## src/rtl/alu_exec_ctrl.sv

```systemverilog
// ----------------------------------------------------------------------------
// alu_exec_ctrl
//
// Purpose:
//   Four-state execution controller for an external 8-bit ALU. It accepts one
//   instruction at a time, reads two operands from a 4 x 8-bit register file,
//   presents them to the ALU, captures the ALU result and flags, and retires
//   the instruction into the register file and the architectural flag register.
//   Throughput is one instruction every four cycles.
//
// Ports:
//   clk          in   clock, all state updates on the rising edge
//   rst          in   asynchronous active-high reset
//   instr_valid  in   instruction offered
//   instr_ready  out  high only in IDLE (and never while rst is high)
//   instr[7:0]   in   [7:6] op (ADD/SUB/CMP/LDI), [5:4] rd, [3:2] rs1, [1:0] rs2
//   imm[7:0]     in   LDI immediate, sampled together with instr
//   alu_a[7:0]   out  registered ALU operand A (R[rs1])
//   alu_b[7:0]   out  registered ALU operand B (R[rs2])
//   alu_fs[1:0]  out  registered ALU function select (the latched op)
//   alu_c[7:0]   in   ALU result
//   alu_flag[3:0]in   ALU flags: [3] equal, [2] zero, [1] unused, [0] carry/borrow
//   flags_q[3:0] out  architectural flag register, same layout, bit 1 always 0
//   done         out  high for the whole writeback cycle
//   rd_sel[1:0]  in   debug read select
//   rd_data[7:0] out  combinational read of R[rd_sel]
// ----------------------------------------------------------------------------
module alu_exec_ctrl (
    input  logic       clk,
    input  logic       rst,
    input  logic       instr_valid,
    output logic       instr_ready,
    input  logic [7:0] instr,
    input  logic [7:0] imm,
    output logic [7:0] alu_a,
    output logic [7:0] alu_b,
    output logic [1:0] alu_fs,
    input  logic [7:0] alu_c,
    input  logic [3:0] alu_flag,
    output logic [3:0] flags_q,
    output logic       done,
    input  logic [1:0] rd_sel,
    output logic [7:0] rd_data
);

    typedef enum logic [1:0] {
        S_IDLE,
        S_READ,
        S_EXEC,
        S_WB
    } state_t;

    typedef enum logic [1:0] {
        OP_ADD = 2'b00,
        OP_SUB = 2'b01,
        OP_CMP = 2'b10,
        OP_LDI = 2'b11
    } op_t;

    state_t     state_q;
    logic [7:0] instr_q;
    logic [7:0] imm_q;
    logic [7:0] res_q;      // captured ALU result
    logic       eq_q;       // captured compare-equal flag
    logic       zero_q;     // captured zero flag
    logic       carry_q;    // captured carry/borrow flag
    logic [7:0] alu_a_q;
    logic [7:0] alu_b_q;
    logic [1:0] alu_fs_q;
    logic       done_q;
    logic [7:0] regs_q [4];

    // Writeback decisions for the latched instruction.
    logic       wr_en_d;
    logic [7:0] wr_data_d;
    logic [3:0] flags_d;

    op_t        op;
    logic [1:0] rd;
    logic [1:0] rs1;
    logic [1:0] rs2;

    // ALU flag bit 1 carries no meaning for this controller.
    logic unused_alu_flag1;
    assign unused_alu_flag1 = alu_flag[1];

    assign op  = op_t'(instr_q[7:6]);
    assign rd  = instr_q[5:4];
    assign rs1 = instr_q[3:2];
    assign rs2 = instr_q[1:0];

    // Ready is a pure decode of IDLE so it rises in the very first cycle after
    // reset is released, and is forced low while reset is held.
    assign instr_ready = (state_q == S_IDLE) && !rst;

    assign alu_a   = alu_a_q;
    assign alu_b   = alu_b_q;
    assign alu_fs  = alu_fs_q;
    assign done    = done_q;
    assign rd_data = regs_q[rd_sel];

    // NOTE: every output of a combinational block gets a default first, so no
    // path through the case leaves a variable unassigned and infers a latch.
    always_comb begin
        wr_en_d   = 1'b0;
        wr_data_d = res_q;
        flags_d   = flags_q;
        case (op)
            OP_ADD, OP_SUB: begin
                wr_en_d    = 1'b1;
                flags_d[2] = zero_q;
                flags_d[0] = carry_q;
            end
            OP_CMP: begin
                flags_d[3] = eq_q;
            end
            OP_LDI: begin
                wr_en_d   = 1'b1;
                wr_data_d = imm_q;
            end
            default: ;
        endcase
        flags_d[1] = 1'b0;
    end

    // NOTE: sequential state is updated with non-blocking assignments only, so
    // every register samples values from before the edge (operands read in
    // READ are the pre-instruction register values even when rd == rs1/rs2).
    always_ff @(posedge clk or posedge rst) begin
        if (rst) begin
            state_q  <= S_IDLE;
            instr_q  <= 8'h00;
            imm_q    <= 8'h00;
            res_q    <= 8'h00;
            eq_q     <= 1'b0;
            zero_q   <= 1'b0;
            carry_q  <= 1'b0;
            alu_a_q  <= 8'h00;
            alu_b_q  <= 8'h00;
            alu_fs_q <= 2'b00;
            done_q   <= 1'b0;
            flags_q  <= 4'b0000;
            // NOTE: the register file is architecturally defined to read 0x00
            // after reset, so this small array is reset like ordinary flops
            // rather than being left as uninitialised storage.
            for (int i = 0; i < 4; i++) begin
                regs_q[i] <= 8'h00;
            end
        end else begin
            case (state_q)
                S_IDLE: begin
                    if (instr_valid) begin
                        instr_q <= instr;
                        imm_q   <= imm;
                        state_q <= S_READ;
                    end
                end
                S_READ: begin
                    alu_a_q  <= regs_q[rs1];
                    alu_b_q  <= regs_q[rs2];
                    alu_fs_q <= instr_q[7:6];
                    state_q  <= S_EXEC;
                end
                S_EXEC: begin
                    res_q   <= alu_c;
                    eq_q    <= alu_flag[3];
                    zero_q  <= alu_flag[2];
                    carry_q <= alu_flag[0];
                    done_q  <= 1'b1;
                    state_q <= S_WB;
                end
                S_WB: begin
                    if (wr_en_d) begin
                        regs_q[rd] <= wr_data_d;
                    end
                    flags_q <= flags_d;
                    done_q  <= 1'b0;
                    state_q <= S_IDLE;
                end
                default: begin
                    state_q <= S_IDLE;
                end
            endcase
        end
    end

endmodule
```

## config.mk

```make
export PLATFORM = sky130hd
export DESIGN_NAME = alu_exec_ctrl
export DESIGN_NICKNAME = d
export VERILOG_FILES = /design/src/rtl/alu_exec_ctrl.sv
export SDC_FILE = /design/constraint.sdc
export NUM_CORES = 1
export LEC_CHECK = 0
export ABC_AREA = 1
export CAP_MARGIN = 10
export CELL_PAD_IN_SITES_DETAIL_PLACEMENT = 1
export CELL_PAD_IN_SITES_GLOBAL_PLACEMENT = 1
export CORE_MARGIN = 2
export CORE_UTILIZATION = 40
export CTS_BUF_LIST = sky130_fd_sc_hd__clkbuf_16
export CTS_CLUSTER_DIAMETER = 50
export DETAILED_ROUTE_END_ITERATION = 6
export MAX_ROUTING_LAYER = met4
export PLACE_DENSITY = 0.8
export SLEW_MARGIN = 20
export SYNTH_ARGS = -nofsm -noshare
export SYNTH_HDL_FRONTEND = slang
export SYNTH_SLANG_ARGS = --single-unit
export TNS_END_PERCENT = 50
```

## constraint.sdc

```tcl
create_clock -name clk -period 4.35 [get_ports clk]
set_input_delay 1.305 -clock clk [delete_from_list [all_inputs] [get_ports clk]]
set_output_delay 1.305 -clock clk [all_outputs]
set_load 0.05 [all_outputs]
```

==> flow_metrics.tcl, run 1 <==
set metrics [dict create \
    critPathLaunchType "input port" \
    yosys.area.top_type "dfrtp_1" \
    crit_path_start "rd_sel[1]" \
    critPathTopFamily "buffers and inverters" \
    ys_types 27 \
    dieWidth_um 108.5 \
    root_buffer "clkbuf_16" \
    core_um2 10750 \
    grt_max_degree 48 \
    grt_util_all_layers_pct 23.08 \
    cts_setup_buffers 0 \
    die_h_um 108.5 \
    critPathRequiredTime_ns 3.04 \
    synthCells 560 \
    r2r_start "state_q[1]$_DFFE_PP0P_" \
    critPathArrivalTime_ns 2.73 \
    vias 3707 \
    fin_crit_sh_pct 92.85 \
    areaGrowthSynthToFinish_pct 25.11 \
    cts.path.max_buffers 2 \
    portBuffers 62 \
    maxSlewHeadroom_pct 43.25 \
    worst-path-max-fanout 16 \
    cp-end-kind "output port" \
    dr.pass1.iters 4 \
    cts_tree "done" \
    synth_fp_nets 599 \
    rows 38 \
    fill_cells 1319 \
    critPathKind "in2out" \
    crit_chain "clkdlybuf4s50_1 -> o211ai_1 -> nand2_1 -> buf_12" \
    postRouteAntennaNets 0 \
    drive_above_1_share_pct 8.590 \
    synth_warnings 0 \
    viasPerCell 4.897 \
    grt_pass1_wl_um 20200 \
    fin_nets 651 \
    syn_area_per_cell_um2 7.804 \
    hold_viol_final 0 \
    cts_hold_buf 0 \
    cts_resized 0 \
    ir_drop_uv 437.4 \
    mostFrequentLayoutCell "nand2_1" \
    diodes 0 \
    leakage_uw 0.002818 \
    max_freq_mhz 247.6 \
    antenna_found_initial 0 \
    cts_sinks 83 \
    layout_min_cycle_time_ns 4.039 \
    setup_viol 0 \
    drc 0 \
    grt_pass1_vias 4024 \
    clk_transition_reported_paths_ns 0.07 \
    synthTopCellsByArea "dfrtp_1, nand2_1, inv_1, nand3_1, o21ai_0" \
    cts_buffers 9 \
    critPathSlowestCell "clkdlybuf4s50_1" \
    first_iter_violations 157 \
    synth_top_area_share_pct 47.52 \
    max-cap-violations 0 \
    tns_ns 0 \
    drv_slew 0 \
    worstHoldStart "regs_q[18]$_DFFE_PP0P_" \
    crit_buf_inv 2 \
    routed_wl_um 11950 \
    routabilityCongestion 0.8223 \
    clk_latency_ns 0.35 \
    h-tree-depth 3 \
    ioPinCount 65 \
    finClkSkew_ns 0.01073 \
    status "finished, final reports clean" \
    holdCritPathClass "reg2reg" \
    final_core_util_pct 50.89 \
    start_util_pct 40.67 \
    ys_seq_area_share_pct 47.52 \
    final_cell_mix "nand2_1, dfrtp_1, clkdlybuf4s50_1" \
    max_stage_delay_ns 0.87 \
    dp_hpwl_um 8660 \
    rsz0062_at_grt "no" \
    syn-cell-area_um2 4370 \
    grt_overflow 0 \
    ys_ff_latch 83 \
    power_density_nw_per_um2 825.5 \
    detail_route.wl_per_cell_um 15.78 \
    die-area_um2 11780 \
    tightest_slew_ns 0.8503 \
]
synthesized netlist by cell type:
| master | instances |
|---|---|
| a21oi_1 | 17 |
| a21oi_4 | 7 |
| buf_1 | 1 |
| buf_12 | 1 |
| buf_2 | 12 |
| buf_4 | 2 |
| clkbuf_1 | 7 |
| conb_1 | 1 |
| dfrtp_1 | 83 |
| ha_1 | 6 |
| inv_1 | 51 |
| inv_2 | 4 |
| inv_4 | 5 |
| mux2_1 | 7 |
| mux2_2 | 1 |
| nand2_1 | 255 |
| nand2_2 | 2 |
| nand2_4 | 1 |
| nand2_8 | 1 |
| nand3_1 | 33 |
| nor2_1 | 15 |
| nor2_4 | 3 |
| nor2_8 | 4 |
| o211ai_1 | 8 |
| o21ai_0 | 25 |
| o21ai_1 | 7 |
| or2_1 | 1 |
final cells by class:
| class | instances | area (um2) | share of cell area [%] |
|---|---|---|---|
| Inverter | 60 | 239.0 | 4.371 |
| Multi-Input combinational cell | 394 | 1931 | 35.31 |
| Timing Repair Buffer | 64 | 728.2 | 13.32 |
| Clock inverter | 7 | 92.59 | 1.693 |
| Tap cell | 140 | 175.2 | 3.204 |
| Sequential cell | 83 | 2077 | 37.99 |
| Clock buffer | 9 | 225.2 | 4.119 |
path summary, 6_finish.rpt:
kind | to | slack [ns] | depth (start not counted)
hold reg to reg | regs_q[18]$_DFFE_PP0P_ | 0.48 | 2
hold / removal | regs_q[18]$_DFFE_PP0P_ | 0.48 | 2
max in group asynchronous | instr_q[2]$_DFFE_PP0P_ | 2.21 | 3
setup / recovery | rd_data[7] | 0.31 | 4
min in group asynchronous | imm_q[7]$_DFFE_PP0P_ | 1.47 | 2
setup reg to reg | alu_fs[1]$_DFFE_PP0N_ | 2.43 | 5
through the flow:
step | worst slack (ns) | total power [uW] | cells | cell area [um2] | hold slack [ns]
global route | 0.1985 | 4867 | 757 | 5468 | 0.4955
CTS | 0.3046 | 4559 | 757 | 5468 | 0.4773
global placement | 0.3950 | 3606 | 741 | 5150 | 0.4572
floorplan | 0.8890 | 3009 | 560 | 4370 | 0.4419
detailed placement | 0.3233 | 3698 | 741 | 5150 | 0.4615
finish | 0.3110 | 4514 | 757 | 5468 | 0.4756
state kept, by name (all words and copies together) (netlist names), 2 cells and up:
signal / count
regs_q: 32
alu_a: 8
alu_b: 8
imm_q: 8
instr_q: 8
res_q: 8
flags_q: 3
alu_fs: 2
state_q: 2
power by group:
part	leakage [uW]	internal [uW]	switching, uW
sequential	0.00103	1120	277
combinational	0.00163	755	1530
clock	0.000159	502	329
kinds of logic after synthesis:
group	after synthesis	share of synthesized area (%)
muxes	8	2.061
buffers and inverters	83	8.302
and+or+nand+nor	315	30.72
DFF	83	47.52
AOI/OAI and AO/OA	64	9.591
adders and majority gates	6	1.718
other	1	0.08580
worst reg2reg max path: cells and delay by family (launching register included):
kind,cells,cell delay [ns]
AO/OA/AOI/OAI,1,0.09
buffers and inverters,2,0.59
AND/OR/NAND/NOR,1,0.14
flip-flops,1,0.41
adder cells (fa/ha/maj),1,0.54
routing by layer:
metal | GRT usage, % | vias up | part of all wire (%)
met2 | 40.85 | 59 | 51
met1 | 27.29 | 1799 | 45
met5 | - | - | 0
met3 | 3.617 | 13 | 2.5
met4 | 6.044 | 0 | 1.2
li1 | - | 1836 | -
Note: power is estimated with default switching activity, not from simulation.
==> inputs of run 2 (changes only) <==
--- a/config.mk
+++ b/config.mk
@@ -14,6 +14,7 @@
 export CTS_BUF_LIST = sky130_fd_sc_hd__clkbuf_16
 export CTS_CLUSTER_DIAMETER = 50
 export DETAILED_ROUTE_END_ITERATION = 6
+export GPL_ROUTABILITY_DRIVEN = 0
 export MAX_ROUTING_LAYER = met4
 export PLACE_DENSITY = 0.8
 export SLEW_MARGIN = 20
==> run 2 against run 1 <==
  * Power shrank 0.66%
  * Critical path type unchanged
  * Sequential share of layout area grew 0.096 points
  * Wire length shrank 0.39%
  * Critical endpoint unchanged
  * Largest cell class unchanged
  * Largest power group unchanged
==> flow_metrics.tcl, run 2 (same netlist as run 1, synthesis figures left out) <==
set metrics [dict create \
    portBuffers 62 \
    fin_nets 652 \
    rows 38 \
    tns_ns 0 \
    hold_slack_ns 0.4740 \
    largest_reg_flops 32 \
    viasPerCell 4.992 \
    total_power_uw 4484 \
    die-area_um2 11780 \
    grt_busiest_layer "met2" \
    max_stage_delay_ns 0.71 \
    grt_util_all_layers_pct 22.89 \
    tightest_slew_ns 0.7978 \
    h-tree-depth 3 \
    drive_above_1_share_pct 8.590 \
    grtUsageMet1_pct 27.24 \
    grt_pass1_wl_um 20000 \
    routed_wl_um 11900 \
    cts_buffers 9 \
    crit_chain "clkdlybuf4s50_1 -> a21oi_1 -> o21ai_0 -> nand2_1 -> buf_12" \
    dp_cells 742 \
    grt_pass1_vias 4087 \
    antenna_found_initial 0 \
    critPathRequiredTime_ns 3.04 \
    diodes 0 \
    cts_hold_buf 0 \
    critPathArrivalTime_ns 2.70 \
    cts_setup_buffers 0 \
    dieWidth_um 108.5 \
    grtUsageMet2_pct 39.60 \
    vias 3779 \
    die_h_um 108.5 \
    ioPinCount 65 \
    grt_overflow 0 \
    max_freq_mhz 249.4 \
    leakage_uw 0.002814 \
    root_buffer "clkbuf_16" \
    drv_slew 0 \
    holdCritPathClass "reg2reg" \
    cts_sinks 83 \
    clk_latency_ns 0.34 \
    power_density_nw_per_um2 822.1 \
    first_iter_violations 110 \
    postRouteAntennaNets 0 \
    clk_transition_reported_paths_ns 0.06 \
    globalRouteMet3Util_pct 2.773 \
    final_cell_mix "nand2_1, dfrtp_1, clkdlybuf4s50_1" \
    grt_max_degree 37 \
    finClkSkew_ns 0.007127 \
    dp_hpwl_um 8718 \
    areaGrowthSynthToFinish_pct 24.79 \
    start_util_pct 40.67 \
    dr.pass1.iters 4 \
    rsz0062_at_grt "no" \
    critPathLaunchType "input port" \
    status "finished, final reports clean" \
    cts.path.max_buffers 2 \
    critPathSlowestCell "clkdlybuf4s50_1" \
    ir_drop_uv 373.5 \
    fin_crit_sh_pct 92.18 \
    critPathKind "in2out" \
    setup_viol 0 \
    max-cap-violations 0 \
    detail_route.wl_per_cell_um 15.72 \
    layout_min_cycle_time_ns 4.010 \
    largest-register "regs_q" \
    cp-end-kind "output port" \
    cts_tree "done" \
    crit_buf_inv 2 \
    mostFrequentLayoutCell "nand2_1" \
    stdcell_area_um2 5454 \
    maxSlewHeadroom_pct 46.81 \
    placed_area_um2 5145 \
    hold_viol_final 0 \
    worst-path-max-fanout 16 \
    cts_resized 0 \
    drc 0 \
    critPathTopFamily "buffers and inverters" \
    final_cells 757 \
    core_um2 10750 \
]
-- run 2: metal layers --
metal,up-vias,share of wire (%)
met4,0,1.8
li1,1837,-
met2,66,52
met1,1857,43
met3,19,3.6
met5,-,0
-- run 2: layout make-up --
class                   count  area (um2)
repair buffers             65       723.2
fillers                  1331        5291
multi-input cells         394        1931
clock buffers               9       225.2
clock inverters             6       83.83
inverters                  60       239.0
flip-flops and latches     83        2077
well taps                 140       175.2
-- run 2: stage by stage --
stage	util, %	setup slack, ns
floorplan	-	0.8890
global placement	47.88	0.3929
detailed placement	47.88	0.3504
CTS	50.76	0.3390
global route	50.76	0.2077
finish	50.76	0.3402
-- run 2: worst paths after layout --
check	startpoint	endpoint	slack [ns]	cells past startpoint
setup / recovery	rd_sel[1]	rd_data[7]	0.34	5
hold / removal	regs_q[20]$_DFFE_PP0P_	regs_q[20]$_DFFE_PP0P_	0.47	2
setup reg to reg	state_q[1]$_DFFE_PP0P_	alu_b[3]$_DFFE_PP0N_	2.40	5
hold reg to reg	regs_q[20]$_DFFE_PP0P_	regs_q[20]$_DFFE_PP0P_	0.47	2
max in group asynchronous	rst	regs_q[20]$_DFFE_PP0P_	2.15	3
min in group asynchronous	rst	instr_q[7]$_DFFE_PP0P_	1.41	2
-- run 2: worst min-delay path, delay by kind of cell, from the launching register on --
kind,cells,cell delay (ns)
flip-flops,1,0.34
AND/OR/NAND/NOR,2,0.11
-- run 2: report_power, final --
part | switching (uW) | internal, uW | total (uW) | leakage [uW]
Combinational | 1540 | 754 | 2290 | 0.00163
Sequential | 275 | 1120 | 1390 | 0.00103
Clock | 303 | 496 | 800 | 0.000154
Total | 2110 | 2370 | 4480 | 0.00281
==> inputs of run 3 (changes only) <==
--- a/config.mk
+++ b/config.mk
@@ -16,7 +16,8 @@
 export DETAILED_ROUTE_END_ITERATION = 6
 export GPL_ROUTABILITY_DRIVEN = 0
 export MAX_ROUTING_LAYER = met4
-export PLACE_DENSITY = 0.8
+export PLACE_DENSITY_LB_ADDON = 0.3
+export SETUP_SLACK_MARGIN = 0.5
 export SLEW_MARGIN = 20
 export SYNTH_ARGS = -nofsm -noshare
 export SYNTH_HDL_FRONTEND = slang
==> run 3 against run 2 <==
  * Non-clock buffer count rose by 1
  * Sequential power is essentially flat
  * Sequential share of layout area fell by 0.21 points
  * Core utilization rose by 0.28 points
  * Hold slack got worse by 0.0015 ns
  * Via count decreased by 0.34%
  * Count of clock-buffer cells in the layout did not move
  * First-iteration DRC count increased by 68%
  * Flip-flop and latch count is the same
  * Largest cell class unchanged
==> flow_metrics.tcl, run 3 (same netlist as run 1, synthesis figures left out) <==
set metrics [dict create \
    clk_latency_ns 0.34 \
    drv_slew 0 \
    grt_pass1_wl_um 19830 \
    viasPerCell 4.962 \
    detail_route.wl_per_cell_um 15.67 \
    critPathRequiredTime_ns 3.04 \
    pwr-share-seq_pct 31.2 \
    r2r_cells 5 \
    largest_reg_flops 32 \
    worst-path-max-fanout 16 \
    maxSlewHeadroom_pct 49.29 \
    clk_transition_reported_paths_ns 0.06 \
    pwr-share-comb_pct 51.2 \
    ir_drop_uv 343.0 \
    final_core_util_pct 51.04 \
    cts.path.max_buffers 2 \
    core_um2 10750 \
    finClkSkew_ns 0.009922 \
    drive_above_1_share_pct 9.208 \
    p_clk_share_pct 17.6 \
    rsz0062_at_grt "no" \
    portBuffers 62 \
    root_buffer "clkbuf_16" \
    grt_pass1_vias 4097 \
    layout_min_cycle_time_ns 3.742 \
    internal-power_uw 2323 \
    start_util_pct 40.67 \
    mostFrequentLayoutCell "nand2_1" \
    dieWidth_um 108.5 \
    tightest_slew_ns 0.7607 \
    max_freq_mhz 267.3 \
    p_switching_uw 2140 \
    critPathKind "in2out" \
    tns_ns 0 \
    grt_util_all_layers_pct 22.76 \
    cts_setup_buffers 0 \
    max_stage_delay_ns 0.56 \
    cts_tree "done" \
    crit_chain "dlygate4sd2_1 -> a21oi_1 -> o21ai_0 -> nand2_1 -> buf_12" \
    areaGrowthSynthToFinish_pct 25.48 \
    cp.depth 5 \
    critPathLaunchType "input port" \
    first_iter_violations 185 \
    max-cap-violations 0 \
    postRouteAntennaNets 0 \
    cts_sinks 83 \
    r2r_slack_ns 2.46 \
    crit_path_start "rd_sel[1]" \
    drc 0 \
    critPathSlowestCell "dlygate4sd2_1" \
    cts_hold_buf 0 \
    r2r-end "alu_fs[1]$_DFFE_PP0N_" \
    dp_hpwl_um 8826 \
    cp-end-kind "output port" \
    endpoint "rd_data[3]" \
    largest-register "regs_q" \
    setup_viol 0 \
    status "finished, final reports clean" \
    grt_overflow 0 \
    die_h_um 108.5 \
    fin_nets 653 \
    final_cell_mix "nand2_1, dfrtp_1, clkdlybuf4s50_1" \
    antenna_found_initial 0 \
    rows 38 \
    h-tree-depth 3 \
    fin_crit_sh_pct 86.01 \
    swShare_pct 47.95 \
    final_cells 759 \
    power_density_nw_per_um2 813.7 \
    grt_max_degree 43 \
    critPathTopFamily "buffers and inverters" \
    ioPinCount 65 \
    holdCritPathClass "reg2reg" \
    critPathArrivalTime_ns 2.44 \
    crit_buf_inv 2 \
    r2r_start "state_q[1]$_DFFE_PP0P_" \
    total_power_uw 4462 \
    die-area_um2 11780 \
    dr.pass1.iters 6 \
    cts_buffers 9 \
    diodes 0 \
    hold_viol_final 0 \
    routed_wl_um 11900 \
    leakage_uw 0.002838 \
    hold_slack_ns 0.4725 \
    vias 3766 \
    dp_cells 742 \
]
[run 3: power by group through the flow]
stage               Clock (uW)  Sequential, uW  Combinational [uW]
floorplan                    0            1580                1430
global placement             0            1390                2200
detailed placement           0            1410                2300
CTS                        804            1400                2310
global route               832            1440                2540
finish                     784            1390                2290
[run 3: final cells by class]
cell class,count,area (um2)
Clock inverter,7,76.32
Timing Repair Buffer,66,760.7
Multi-Input combinational cell,394,1931
Inverter,60,239.0
Tap cell,140,175.2
Fill cell,1350,5261
Clock buffer,9,225.2
Sequential cell,83,2077
[run 3: worst min-delay path, stage by stage (launching register included)]
cell	delay [ns]
dfrtp_1	0.35
nand2_1	0.05
nand2_1	0.04
[run 3: metal layers]
metal	GRT usage, %	part of all wire (%)
met5	-	0
met4	10.16	2.8
met3	2.893	3.2
met2	37.90	50
met1	27.64	44
[run 3: timing repair]
action	4_1_cts	5_1_grt
gates cloned	0	1
hold endpoints to repair	0	0
endpoints found under the setup margin	9	8
resized for setup	3	3
[run 3: stage by stage]
step	area [um2]	setup WS [ns]
6_report	5484	0.6084
5_1_grt	5484	0.5306
4_1_cts	5448	0.4994
3_5_place_dp	5145	0.3738
3_3_place_gp	5145	0.3903
2_1_floorplan	4370	0.8890
[run 3: worst min-delay path by stage]
stage,from,end,cells after the start
floorplan,regs_q[0]$_DFFE_PP0P_,regs_q[0]$_DFFE_PP0P_,2
global placement,regs_q[19]$_DFFE_PP0P_,regs_q[19]$_DFFE_PP0P_,2
detailed placement,regs_q[2]$_DFFE_PP0P_,regs_q[2]$_DFFE_PP0P_,2
CTS,regs_q[2]$_DFFE_PP0P_,regs_q[2]$_DFFE_PP0P_,2
global route,regs_q[2]$_DFFE_PP0P_,regs_q[2]$_DFFE_PP0P_,2
finish,regs_q[17]$_DFFE_PP0P_,regs_q[17]$_DFFE_PP0P_,2
